==> src/rtl/bird_pkg.sv <==
// Shared screen geometry and game-life state encoding for the bird motion stage.
package bird_pkg;

  localparam int unsigned SCREEN_H = 480;
  localparam int unsigned BIRD_H   = 32;
  localparam int unsigned START_Y  = 320;
  localparam int unsigned FLOOR_Y  = SCREEN_H - BIRD_H;

  typedef enum logic [1:0] {
    StReady = 2'd0,
    StFly   = 2'd1,
    StDead  = 2'd2
  } bird_state_t;

endpackage

==> src/rtl/bird_tick_gen.sv <==
// Free-running physics tick divider; tick is a registered one-clk pulse every TICK_DIV clocks.
module bird_tick_gen #(
  parameter int unsigned TICK_DIV = 4
) (
  input  logic clk,
  input  logic rst,
  output logic tick
);

  localparam int unsigned CntW = (TICK_DIV > 1) ? $clog2(TICK_DIV) : 1;
  localparam logic [CntW-1:0] CntLast = CntW'(TICK_DIV - 1);

  logic [CntW-1:0] cnt_q;
  logic            tick_q;

  always_ff @(posedge clk or posedge rst) begin
    if (rst) begin
      cnt_q  <= '0;
      tick_q <= 1'b0;
    end else begin
      if (cnt_q == CntLast) begin
        cnt_q <= '0;
      end else begin
        cnt_q <= cnt_q + 1'b1;
      end
      tick_q <= (cnt_q == CntLast);
    end
  end

  assign tick = tick_q;

endmodule

==> src/rtl/bird_physics.sv <==
// Bird vertical motion: flap synchroniser, READY/FLY/DEAD life FSM and per-tick
// gravity/velocity integration producing the sprite's top-left y coordinate.
module bird_physics
  import bird_pkg::*;
#(
  parameter int unsigned TICK_DIV = 2**19,
  parameter int unsigned FLAP_VEL = 6,
  parameter int unsigned GRAVITY  = 1,
  parameter int unsigned MAX_FALL = 8
) (
  input  logic        clk,
  input  logic        resetGame,
  input  logic        press,
  input  logic        collide,
  output logic [8:0]  y_pos,
  output bird_state_t state,
  output logic        dead,
  output logic        tick
);

  localparam logic signed [5:0]  VelFlap = 6'(-int'(FLAP_VEL));
  localparam logic signed [5:0]  VelGrav = 6'(GRAVITY);
  localparam logic signed [5:0]  VelMax  = 6'(MAX_FALL);
  localparam logic signed [10:0] FloorS  = 11'(FLOOR_Y);

  logic        press_meta_q, press_sync_q, press_prev_q;
  logic        flap_edge;
  bird_state_t state_q, state_d;
  logic        dead_q;
  logic [8:0]  y_q, y_d;
  logic signed [5:0]  vel_q, vel_d;
  logic signed [5:0]  vel_sum, vel_fall, vel_n;
  logic signed [10:0] y_next;
  logic        pend_q, pend_d;

  bird_tick_gen #(
    .TICK_DIV(TICK_DIV)
  ) u_tick_gen (
    .clk (clk),
    .rst (resetGame),
    .tick(tick)
  );

  assign flap_edge = press_sync_q & ~press_prev_q;

  // A flap seen in the same cycle as the tick update still counts for that update.
  assign vel_sum  = vel_q + VelGrav;
  assign vel_fall = (vel_sum > VelMax) ? VelMax : vel_sum;
  assign vel_n    = (pend_q | flap_edge) ? VelFlap : vel_fall;
  assign y_next   = $signed({2'b00, y_q}) + $signed({{5{vel_n[5]}}, vel_n});

  always_comb begin
    state_d = state_q;
    y_d     = y_q;
    vel_d   = vel_q;
    pend_d  = pend_q;
    unique case (state_q)
      StReady: begin
        if (flap_edge) begin
          state_d = StFly;
          pend_d  = 1'b1;
        end
      end
      StFly: begin
        if (collide) begin
          state_d = StDead;
        end else if (tick) begin
          pend_d = 1'b0;
          if (y_next <= 0) begin
            y_d   = '0;
            vel_d = '0;
          end else if (y_next >= FloorS) begin
            y_d     = 9'(FLOOR_Y);
            state_d = StDead;
          end else begin
            y_d   = y_next[8:0];
            vel_d = vel_n;
          end
        end else if (flap_edge) begin
          pend_d = 1'b1;
        end
      end
      StDead: begin
      end
      default: begin
        state_d = StReady;
      end
    endcase
  end

  always_ff @(posedge clk or posedge resetGame) begin
    if (resetGame) begin
      press_meta_q <= 1'b0;
      press_sync_q <= 1'b0;
      press_prev_q <= 1'b0;
      state_q      <= StReady;
      dead_q       <= 1'b0;
      y_q          <= 9'(START_Y);
      vel_q        <= '0;
      pend_q       <= 1'b0;
    end else begin
      press_meta_q <= press;
      press_sync_q <= press_meta_q;
      press_prev_q <= press_sync_q;
      state_q      <= state_d;
      dead_q       <= (state_d == StDead);
      y_q          <= y_d;
      vel_q        <= vel_d;
      pend_q       <= pend_d;
    end
  end

  assign y_pos = y_q;
  assign state = state_q;
  assign dead  = dead_q;

endmodule

==> config.mk <==
export PLATFORM = sky130hd
export DESIGN_NAME = bird_physics
export DESIGN_NICKNAME = d
export VERILOG_FILES = /design/src/rtl/bird_pkg.sv /design/src/rtl/bird_tick_gen.sv /design/src/rtl/bird_physics.sv
export SDC_FILE = /design/constraint.sdc
export NUM_CORES = 1
export LEC_CHECK = 0
export ABC_AREA = 1
export CORE_MARGIN = 3
export CORE_UTILIZATION = 35
export CTS_CLUSTER_DIAMETER = 200
export DETAILED_ROUTE_END_ITERATION = 10
export GPL_TIMING_DRIVEN = 1
export PLACE_DENSITY = 0.64
export SLEW_MARGIN = 20
export SYNTH_ARGS = -nofsm -noshare
export SYNTH_HDL_FRONTEND = slang
export SYNTH_HIERARCHICAL = 1
export SYNTH_SLANG_ARGS = --single-unit
==> constraint.sdc <==
create_clock -name clk -period 5.31 [get_ports clk]
set_clock_uncertainty 0.05 [all_clocks]
set_input_delay 1.062 -clock clk [delete_from_list [all_inputs] [get_ports clk]]
set_output_delay 1.062 -clock clk [all_outputs]
set_load 0.01 [all_outputs]
# Word-level counts from Yosys, hierarchy flattened
# Cells that the tools add are included.
[word_totals] register_bits=42 ramBits=0 mem_bits_ro=0 memories=0 latch_bits=0 wordCells=48
[classes] add_sub_neg=3 n_bitwise=4 div_mod_pow=0 magnitude_cmp=3 eq_ne=6 reduce_logical=5 n_mul=0 shift=0 n_mux=17
[op_table] op="2-to-1 mux 6 bit" count=4
[op_table] op="adder 19 x 1 -> 19 bit, second input constant" count=1
[op_table] op="equality test 19 bit, second input constant" count=1
[op_table] op="2-to-1 mux 19 bit" count=1
[op_table] op="2-to-1 mux 9 bit" count=2
[op_table] op="adder 10 x 6 -> 11 bit" count=1
[op_table] op="greater-or-equal comparator 11 x 10 -> 1 bit, second input constant" count=1
[op_table] op="<= comparator 11 x 1 -> 1 bit, second input constant" count=1
[op_table] op="2-to-1 mux 2 bit" count=5
[op_table] op="adder 6 x 2 -> 6 bit, second input constant" count=1
[op_table] op="greater-than comparator 6 x 5 -> 1 bit, second input constant" count=1
[op_table] op="case mux 2 bit (3 select lines)" count=1
[op_table] op="equality test 2 bit, second input constant" count=2
[op_table] op="!= test 2 bit, second input constant" count=2
[op_table] op="AND reduction 4 bit" count=1
[op_table] op="2-to-1 mux 1 bit" count=3
[op_table] op="AND reduction 3 bit" count=1
[op_table] op="equality test 2 x 1 -> 1 bit, second input constant" count=1
[op_table] op="logical NOT 2 bit" count=1
[op_table] op="inverter 1 bit" count=2
[op_table] op="case mux 1 bit (2 select lines)" count=1
[op_table] op="AND reduction 2 bit" count=1
[op_table] op="nonzero test 2 bit" count=1
[op_table] op="bitwise AND 1 bit" count=1
[op_table] op="bitwise OR 1 bit" count=1

# Logic depth before layout (Yosys ltp)
# Gate-level depths: netlist (run 1).
[depth] ltp_word=12 depth_mapped=25 mapped_depth_nobuf=24

# By module
# Netlist (run 1), hierarchy kept.
[modules_own_cells] module="bird_physics" seq_area_each_um2=553.0 cells_per_inst=279 area_each_um2=1815.5 instances=1
[modules_own_cells] module="bird_tick_gen" seq_area_each_um2=500.5 cells_per_inst=116 area_each_um2=1049.8 instances=1

# Least setup slack after synthesis (run 1)
# OpenSTA, ideal clock, no wires.
[synth_timing] kind="register to register" startpoint="reg vel_q[0]" endpoint="reg vel_q[2]" synth_period_minus_slack_ns=3.061 path_stages_with_launch=24 arrival_ns=2.893 n_path_buf=1 setup_time_ns=0.118 t_required_ns=5.142 slack_ns=2.249 path_cell_list="dfrtp_1 -> ha_1 -> nand3_1 -> xnor2_1 -> inv_1 -> o21ai_0 -> nand2_1 -> nand2_1 -> nor2_1 -> ha_1 -> fa_1 -> nand2_1 -> nand2_1 -> nand3_1 -> nand2_1 -> nand2_1 -> nand3_1 -> nand2_4 -> inv_4 -> nand2_8 -> nand2_4 -> buf_6 -> nand2_1 -> o21ai_2"
[synth_via] elab_chain_len=8
[synth_lines] element="from (decl)" line="bird_physics.sv:31" rtl="logic signed [5:0] vel_q, vel_d;"
[synth_lines] element="from (signal assigned)" line="bird_physics.sv:108" rtl="vel_q <= vel_d;"
[synth_lines] element="adder 6 x 2 -> 6 bit (*)" line="bird_physics.sv:47" rtl="assign vel_sum = vel_q + VelGrav;"
[synth_lines] element="greater-than comparator 6 x 5 -> 1 bit" line="bird_physics.sv:48" rtl="assign vel_fall = (vel_sum > VelMax) ? VelMax : vel_sum;"
[synth_lines] element="2-to-1 mux 6 bit (*)" line="bird_physics.sv:48"
[synth_lines] element="2-to-1 mux 6 bit (*)" line="bird_physics.sv:49" rtl="assign vel_n = (pend_q | flap_edge) ? VelFlap : vel_fall;"
[synth_lines] element="adder 10 x 6 -> 11 bit" line="bird_physics.sv:50" rtl="assign y_next = $signed({2'b00, y_q}) + $signed({{5{vel_n[5]}}, vel_n});"
[synth_lines] element="<= comparator 11 x 1 -> 1 bit or greater-or-equal comparator 11 x 10 -> 1 bit (tied branches)" line="bird_physics.sv:69, bird_physics.sv:72"
[synth_lines] element="!= test 2 bit (no source line)"
[synth_lines] element="AND reduction 4 bit (no source line)"
# Every way passes the cells marked *; elsewhere a longest branch is shown, timed or not. The select of a mux whose other input is x is not followed.
# A chain may end at the register's enable or synchronous reset.

# Final worst setup path (run 1)
# Same ends and word-level chain as after synthesis.

==> results of run 1 <==
## state kept, by name (all words and copies together), names as in the netlist
signal            count
pend_q                1
vel_q                 6
press_meta_q          1
u_tick_gen/tick       1
press_prev_q          1
u_tick_gen/cnt_q     19
press_sync_q          1
state                 2
y_pos                 9
dead                  1
## placed cells by master (no fill, tap or decap), types with 2 or more instances in the layout
cell	n
inv_2	3
nor2_1	33
o21ai_1	5
clkbuf_8	6
ha_1	12
dfrtp_1	40
nand2_1	134
o21ai_0	5
nand3_1	38
nand4_1	7
inv_1	53
nand2_2	3
clkdlybuf4s50_1	16
dfstp_2	2
a21oi_1	12
nand2_4	4
nor2_2	9
xor2_1	11
xnor2_1	5
nor2_4	4
## per-layer routing
metal,wire (um),vias up,track usage
met1,2820,1088,0.183
met4,53,0,0.0339
met3,179,7,0.0294
met5,0,-,0
li1,-,1284,-
met2,2790,36,0.227
## area by class of cell
cell class,count,area share
multi-input cells,294,0.487
flip-flops and latches,42,0.326
inverters,58,0.0697
repair buffers,16,0.0495
well taps,102,0.0395
clock buffers,7,0.0267
clock inverters,1,0.00155
## per-stage QoR
step | total power [mW] | hold WS, ps | utilization | instance area [um2]
floorplan | 0.599 | 281 | - | 2870
global placement | 0.681 | 287 | 0.400 | 3140
detailed placement | 0.679 | 296 | 0.400 | 3140
CTS | 0.895 | 320 | 0.412 | 3230
global route | 0.951 | 329 | 0.412 | 3230
finish | 0.886 | 318 | 0.412 | 3230
## kinds of logic after synthesis
kind of cell               after synthesis
AOI/OAI and AO/OA                       26
xor gates and xnor gates                16
adders and majority gates               13
buffers and inverters                   59
DFF                                     42
and+or+nand+nor                        239
## synth_stat cells, drive strengths merged (2+ instances only)
cell | number | area, um2
nand2 | 142 | 587
dfstp | 2 | 52.6
nand4 | 8 | 56.3
xor2 | 11 | 96.3
nand3 | 40 | 218
dfrtp | 40 | 1000
xnor2 | 5 | 43.8
o21ai | 11 | 58.8
ha | 12 | 150
nor2 | 47 | 245
a21oi | 12 | 60.1
inv | 57 | 216
## critical path, stage by stage, from the launching register on
cell	delay, ps
dfrtp_1	440
ha_1	260
nand3_1	110
xnor2_1	120
inv_1	70
o21ai_0	70
nand2_1	110
nand2_1	90
nor2_1	60
ha_1	220
fa_1	420
nand2_1	120
nand2_1	110
nand3_1	120
nand2_1	100
nand2_1	70
nand3_1	110
nand2_4	130
nor2_1	50
nand2_1	150
nand3_1	140
o21ai_2	130
## worst max-delay path by stage
stage	to	depth (start not counted)	from
after CTS	vel_q[2]	21	vel_q[0]
after floorplan	vel_q[2]	23	vel_q[0]
after detailed placement	vel_q[2]	22	vel_q[0]
after global routing	vel_q[4]	22	vel_q[0]
after global placement	vel_q[2]	22	vel_q[0]
final	vel_q[2]	21	vel_q[0]
## power by group
group,internal [mW],switching (mW),total [mW]
clock,0.105,0.107,0.212
sequential,0.334,0.0129,0.347
combinational,0.109,0.219,0.328
total,0.548,0.338,0.886
==> qor.yml, run 1 <==
clk_latency_ps: 300
grt_pass1_vias: 2272
clock.fmax_ghz: 0.303
stdcell_count: 520
io-pin-count: 17
synth_compound_area_frac: 0.0507
tightest_slew_ps: 859
syn_inst: 395
endpoint_kind: "flip-flop"
synth_seq_area_share: 0.368
slew_headroom: 0.426
synth_edf_count: 0
status: "complete, no violations"
reg2regPathDepth: 21
synth-seq-cells: 42
grt.overflow.total: 0
period_share: 0.621
wl_per_cell_um: 11.3
globalplace.congestion: 0.904
path_max_fanout: 6
hold_depth: 0
grt_max_degree: 23
fill_cells: 833
timing.rr.start: "vel_q[0]"
drtPass1Iterations: 5
drv_cap: 0
final.setup.tns_ps: 0
cts_setup_buffers: 0
hold_viol_final: 0
rsz0062_at_grt: "false"
cts_buffers: 5
synth-async-reset-ratio: 1.00
clk_pin_slew_ps: 80
ys_types: 33
irDropWorstVdd_uv: 117
synthAdderAreaFrac: 0.0594
yosys.area_share.simple: 0.391
clockRootBuffer: "clkbuf_8"
ctsHoldBuffers: 0
worst-r2r-setup-slack_ps: 2010
htree_num_levels: 2
synth_top_family_by_area: "simple AND/OR/NAND/NOR gates"
ys.flop_type: "dfrtp_1"
synth_xor_area_frac: 0.0489
start_util: 0.365
required_ps: 5490
pre_cts_slack_ps: 2010
min_period_ps: 3300
syn_nets: 412
cts.repair.resized: 0
setup_violations: 0
min_from: "press_meta_q"
cts_buffer_depth: 2
drc: 0
postRouteWirelength_um: 5850
seqCellArea_um2: 1050
p_leak_nw: 1.66
dp_hpwl_um: 4650
dieArea_um2: 9310
cp.arrival_ps: 3470
drv_slew: 0
pwr_density_cell_nw_per_um2: 274
die_h_um: 96.5
r2r-end: "vel_q[2]"
hold_class: "flip-flop to flip-flop"
core_area_um2: 7850
worstSetupStartpointType: "flip-flop"
cts_tree: "done"
die_x_um: 96.5
track_usage: 0.137
grt_first_pass_wirelength_um: 10200
ys_warn_count: 6
nNetsFinal: 434
cts_sinks: 42
multi_input_area_um2: 1580
min_to: "press_sync_q"
drt_iter0_markers: 120
syn_area_per_cell_um2: 7.25
timing.final.ws_setup_ps: 2010
synthMuxAreaShare: 0
netlist_area_um2: 2870
worstSetupPathType: "flip-flop to flip-flop"
rows: 32
num_vias: 2415
dp.cells: 512
antenna_cells: 0
drive_gt1_frac: 0.0981
vias_per_cell: 4.64
area_delta_synth_final_pct: 12.8
antenna_found_initial: 0
postRouteAntennaNets: 0
numPortBuffers: 16
No activity file was read; power rests on OpenSTA's default activity.
==> inputs of run 2 (changes only) <==
Settings changed: PLACE_DENSITY 0.64 to 0.65.
Clock period 5.31 ns to 2.87 ns, I/O delays scaled along.
==> run 2 against run 1 <==
Sequential power grew 84%. Largest power group is now combinational cells. Die area stayed put. Global-route usage rose by 1.4 points. The run now ends with negative setup slack left. Combinational power grew to 2.8 times the previous value.
==> qor.yml, run 2 (synthesis gave the netlist of run 1 again) <==
final_cell_mix: "113 x nand2_1, 51 x inv_1, 38 x dfrtp_1, 38 x buf_4, 31 x nand3_1"
grt_first_pass_wirelength_um: 11300  # +11%
fin_hold_ws_ps: 296  # -22.8 ps
r2r-end: "vel_q[2]"
dieArea_um2: 9310  # unchanged
violations: "negative setup slack"
final_common_cell: "nand2_1"
setup_violations: 18  # +18
drive_gt1_frac: 0.305  # +0.207
drc: 0  # unchanged
nNetsFinal: 478  # +10%
utilization: 0.504  # +0.0917
min_from: "press_meta_q"
drv_slew: 0  # unchanged
numPortBuffers: 16  # unchanged
drv_cap: 0  # unchanged
cp.arrival_ps: 3180  # -290 ps
seqCellArea_um2: 1060  # +0.24%
vias_per_cell: 4.85  # +4.5%
status: "finished, violations left"
worst-r2r-setup-slack_ps: -170  # -2190 ps
clock.fmax_ghz: 0.329  # +8.3%
largest_reg_flops: 19  # unchanged
worstSetupPathType: "flip-flop to flip-flop"
antenna_found_initial: 0  # unchanged
start_util: 0.365  # unchanged
p_leak_nw: 1.95  # +17%
min_to: "press_sync_q"
period_share: 1.06  # +0.439
fin_area_um2: 3950  # +22%
fill_cells: 726  # -13%
cts_tree: "done"
place_area_um2: 3360  # +6.8%
timing.final.ws_setup_ps: -173  # -2190 ps
cts_buffers: 5  # unchanged
clockRootBuffer: "clkbuf_8"
clk_pin_slew_ps: 90  # about the same
die_x_um: 96.5  # unchanged
endpoint_kind: "flip-flop"
hold_viol_final: 0  # unchanged
grt_pass1_vias: 2545  # +12%
postRouteAntennaNets: 0  # unchanged
die_h_um: 96.5  # unchanged
min_period_ps: 3040  # -253 ps
drtPass1Iterations: 4  # -1
fin_total_pwr_mw: 2.05  # +130%
area_delta_synth_final_pct: 37.9
htree_num_levels: 2  # unchanged
antenna_cells: 0  # unchanged
cts_buffer_depth: 2  # unchanged
postRouteWirelength_um: 7050  # +20%
timing.rr.start: "vel_q[1]"
slew_headroom: 0.419  # -0.00750
pre_cts_slack_ps: -175  # -2190 ps
drt_iter0_markers: 196  # +63%
tightest_slew_ps: 871  # +11.2 ps
clk_latency_ps: 300  # about the same
ctsHoldBuffers: 0  # unchanged
io-pin-count: 17  # unchanged
stdcell_count: 564  # +8.5%
reg2regPathDepth: 22  # +4.8%
cts_sinks: 42  # unchanged
pwr_density_cell_nw_per_um2: 520  # +90%
final.setup.tns_ps: -2110  # -2110 ps
dp.cells: 537  # +4.9%
globalplace.congestion: 0.893  # -1.2%
track_usage: 0.151  # +0.0140
required_ps: 3010  # -2480 ps
wl_per_cell_um: 12.5  # +11%
hold_depth: 0  # unchanged
grt.overflow.total: 0  # unchanged
hold_class: "flip-flop to flip-flop"
path_max_fanout: 6  # unchanged
worstSetupStartpointType: "flip-flop"
num_vias: 2738  # +13%
regMostFlops: "u_tick_gen/cnt_q"
multi_input_area_um2: 1930  # +22%
grt_max_degree: 23  # unchanged
dp_hpwl_um: 5000  # +7.5%
irDropWorstVdd_uv: 253  # +120%
rows: 32  # unchanged
rsz0062_at_grt: "true"
core_area_um2: 7850  # unchanged
-- run 2: worst max-delay path, cell delays in order, from the launching register on --
cell	delay, ps
dfrtp_1	440
ha_4	200
buf_4	130
nand2_2	50
inv_1	40
o21ai_2	150
nand2_4	80
nand2_4	80
nor2_4	60
ha_4	160
fa_2	430
nand2_4	90
nand2_4	60
nand4_1	120
nand2_1	100
nand2_2	90
nand2_2	70
nand3_2	80
nand2_4	100
nand2_8	120
nand2_8	90
nand2_2	100
o21ai_2	50
-- run 2: worst max path at each step --
stage	from	to	depth (start not counted)
floorplan	vel_q[0]	vel_q[2]	23
global placement	vel_q[0]	y_pos[0]	18
detailed placement	vel_q[1]	y_pos[5]	20
CTS	vel_q[1]	vel_q[3]	22
global route	vel_q[1]	vel_q[5]	21
finish	vel_q[1]	vel_q[2]	22
-- run 2: layout make-up --
type | count | share of cell area
multi-input combinational | 296 | 0.488
sequential | 42 | 0.267
timing repair buffer | 58 | 0.126
inverter | 58 | 0.0576
tap | 102 | 0.0323
clock buffer | 5 | 0.0174
clock inverter | 3 | 0.0114
-- run 2: power by group --
part	switching [mW]	total, mW	internal (mW)	leakage [nW]
clock network	0.223	0.482	0.259	0.0504
registers	0.0221	0.640	0.618	0.550
logic	0.535	0.931	0.397	1.35
-- run 2: timing repair --
| action | CTS | global route |
|---|---|---|
| buffers inserted | 5 | 12 |
| resized for setup | 14 | 54 |
| cloned | 1 | 1 |
| pin swaps | 16 | 36 |
| endpoints found under the setup margin | 18 | 18 |
-- run 2: metal layers --
layer / routed length, um / track usage
met1: 3040 / 0.196
met5: 0 / 0
met3: 237 / 0.0256
met2: 3650 / 0.263
met4: 118 / 0.0362
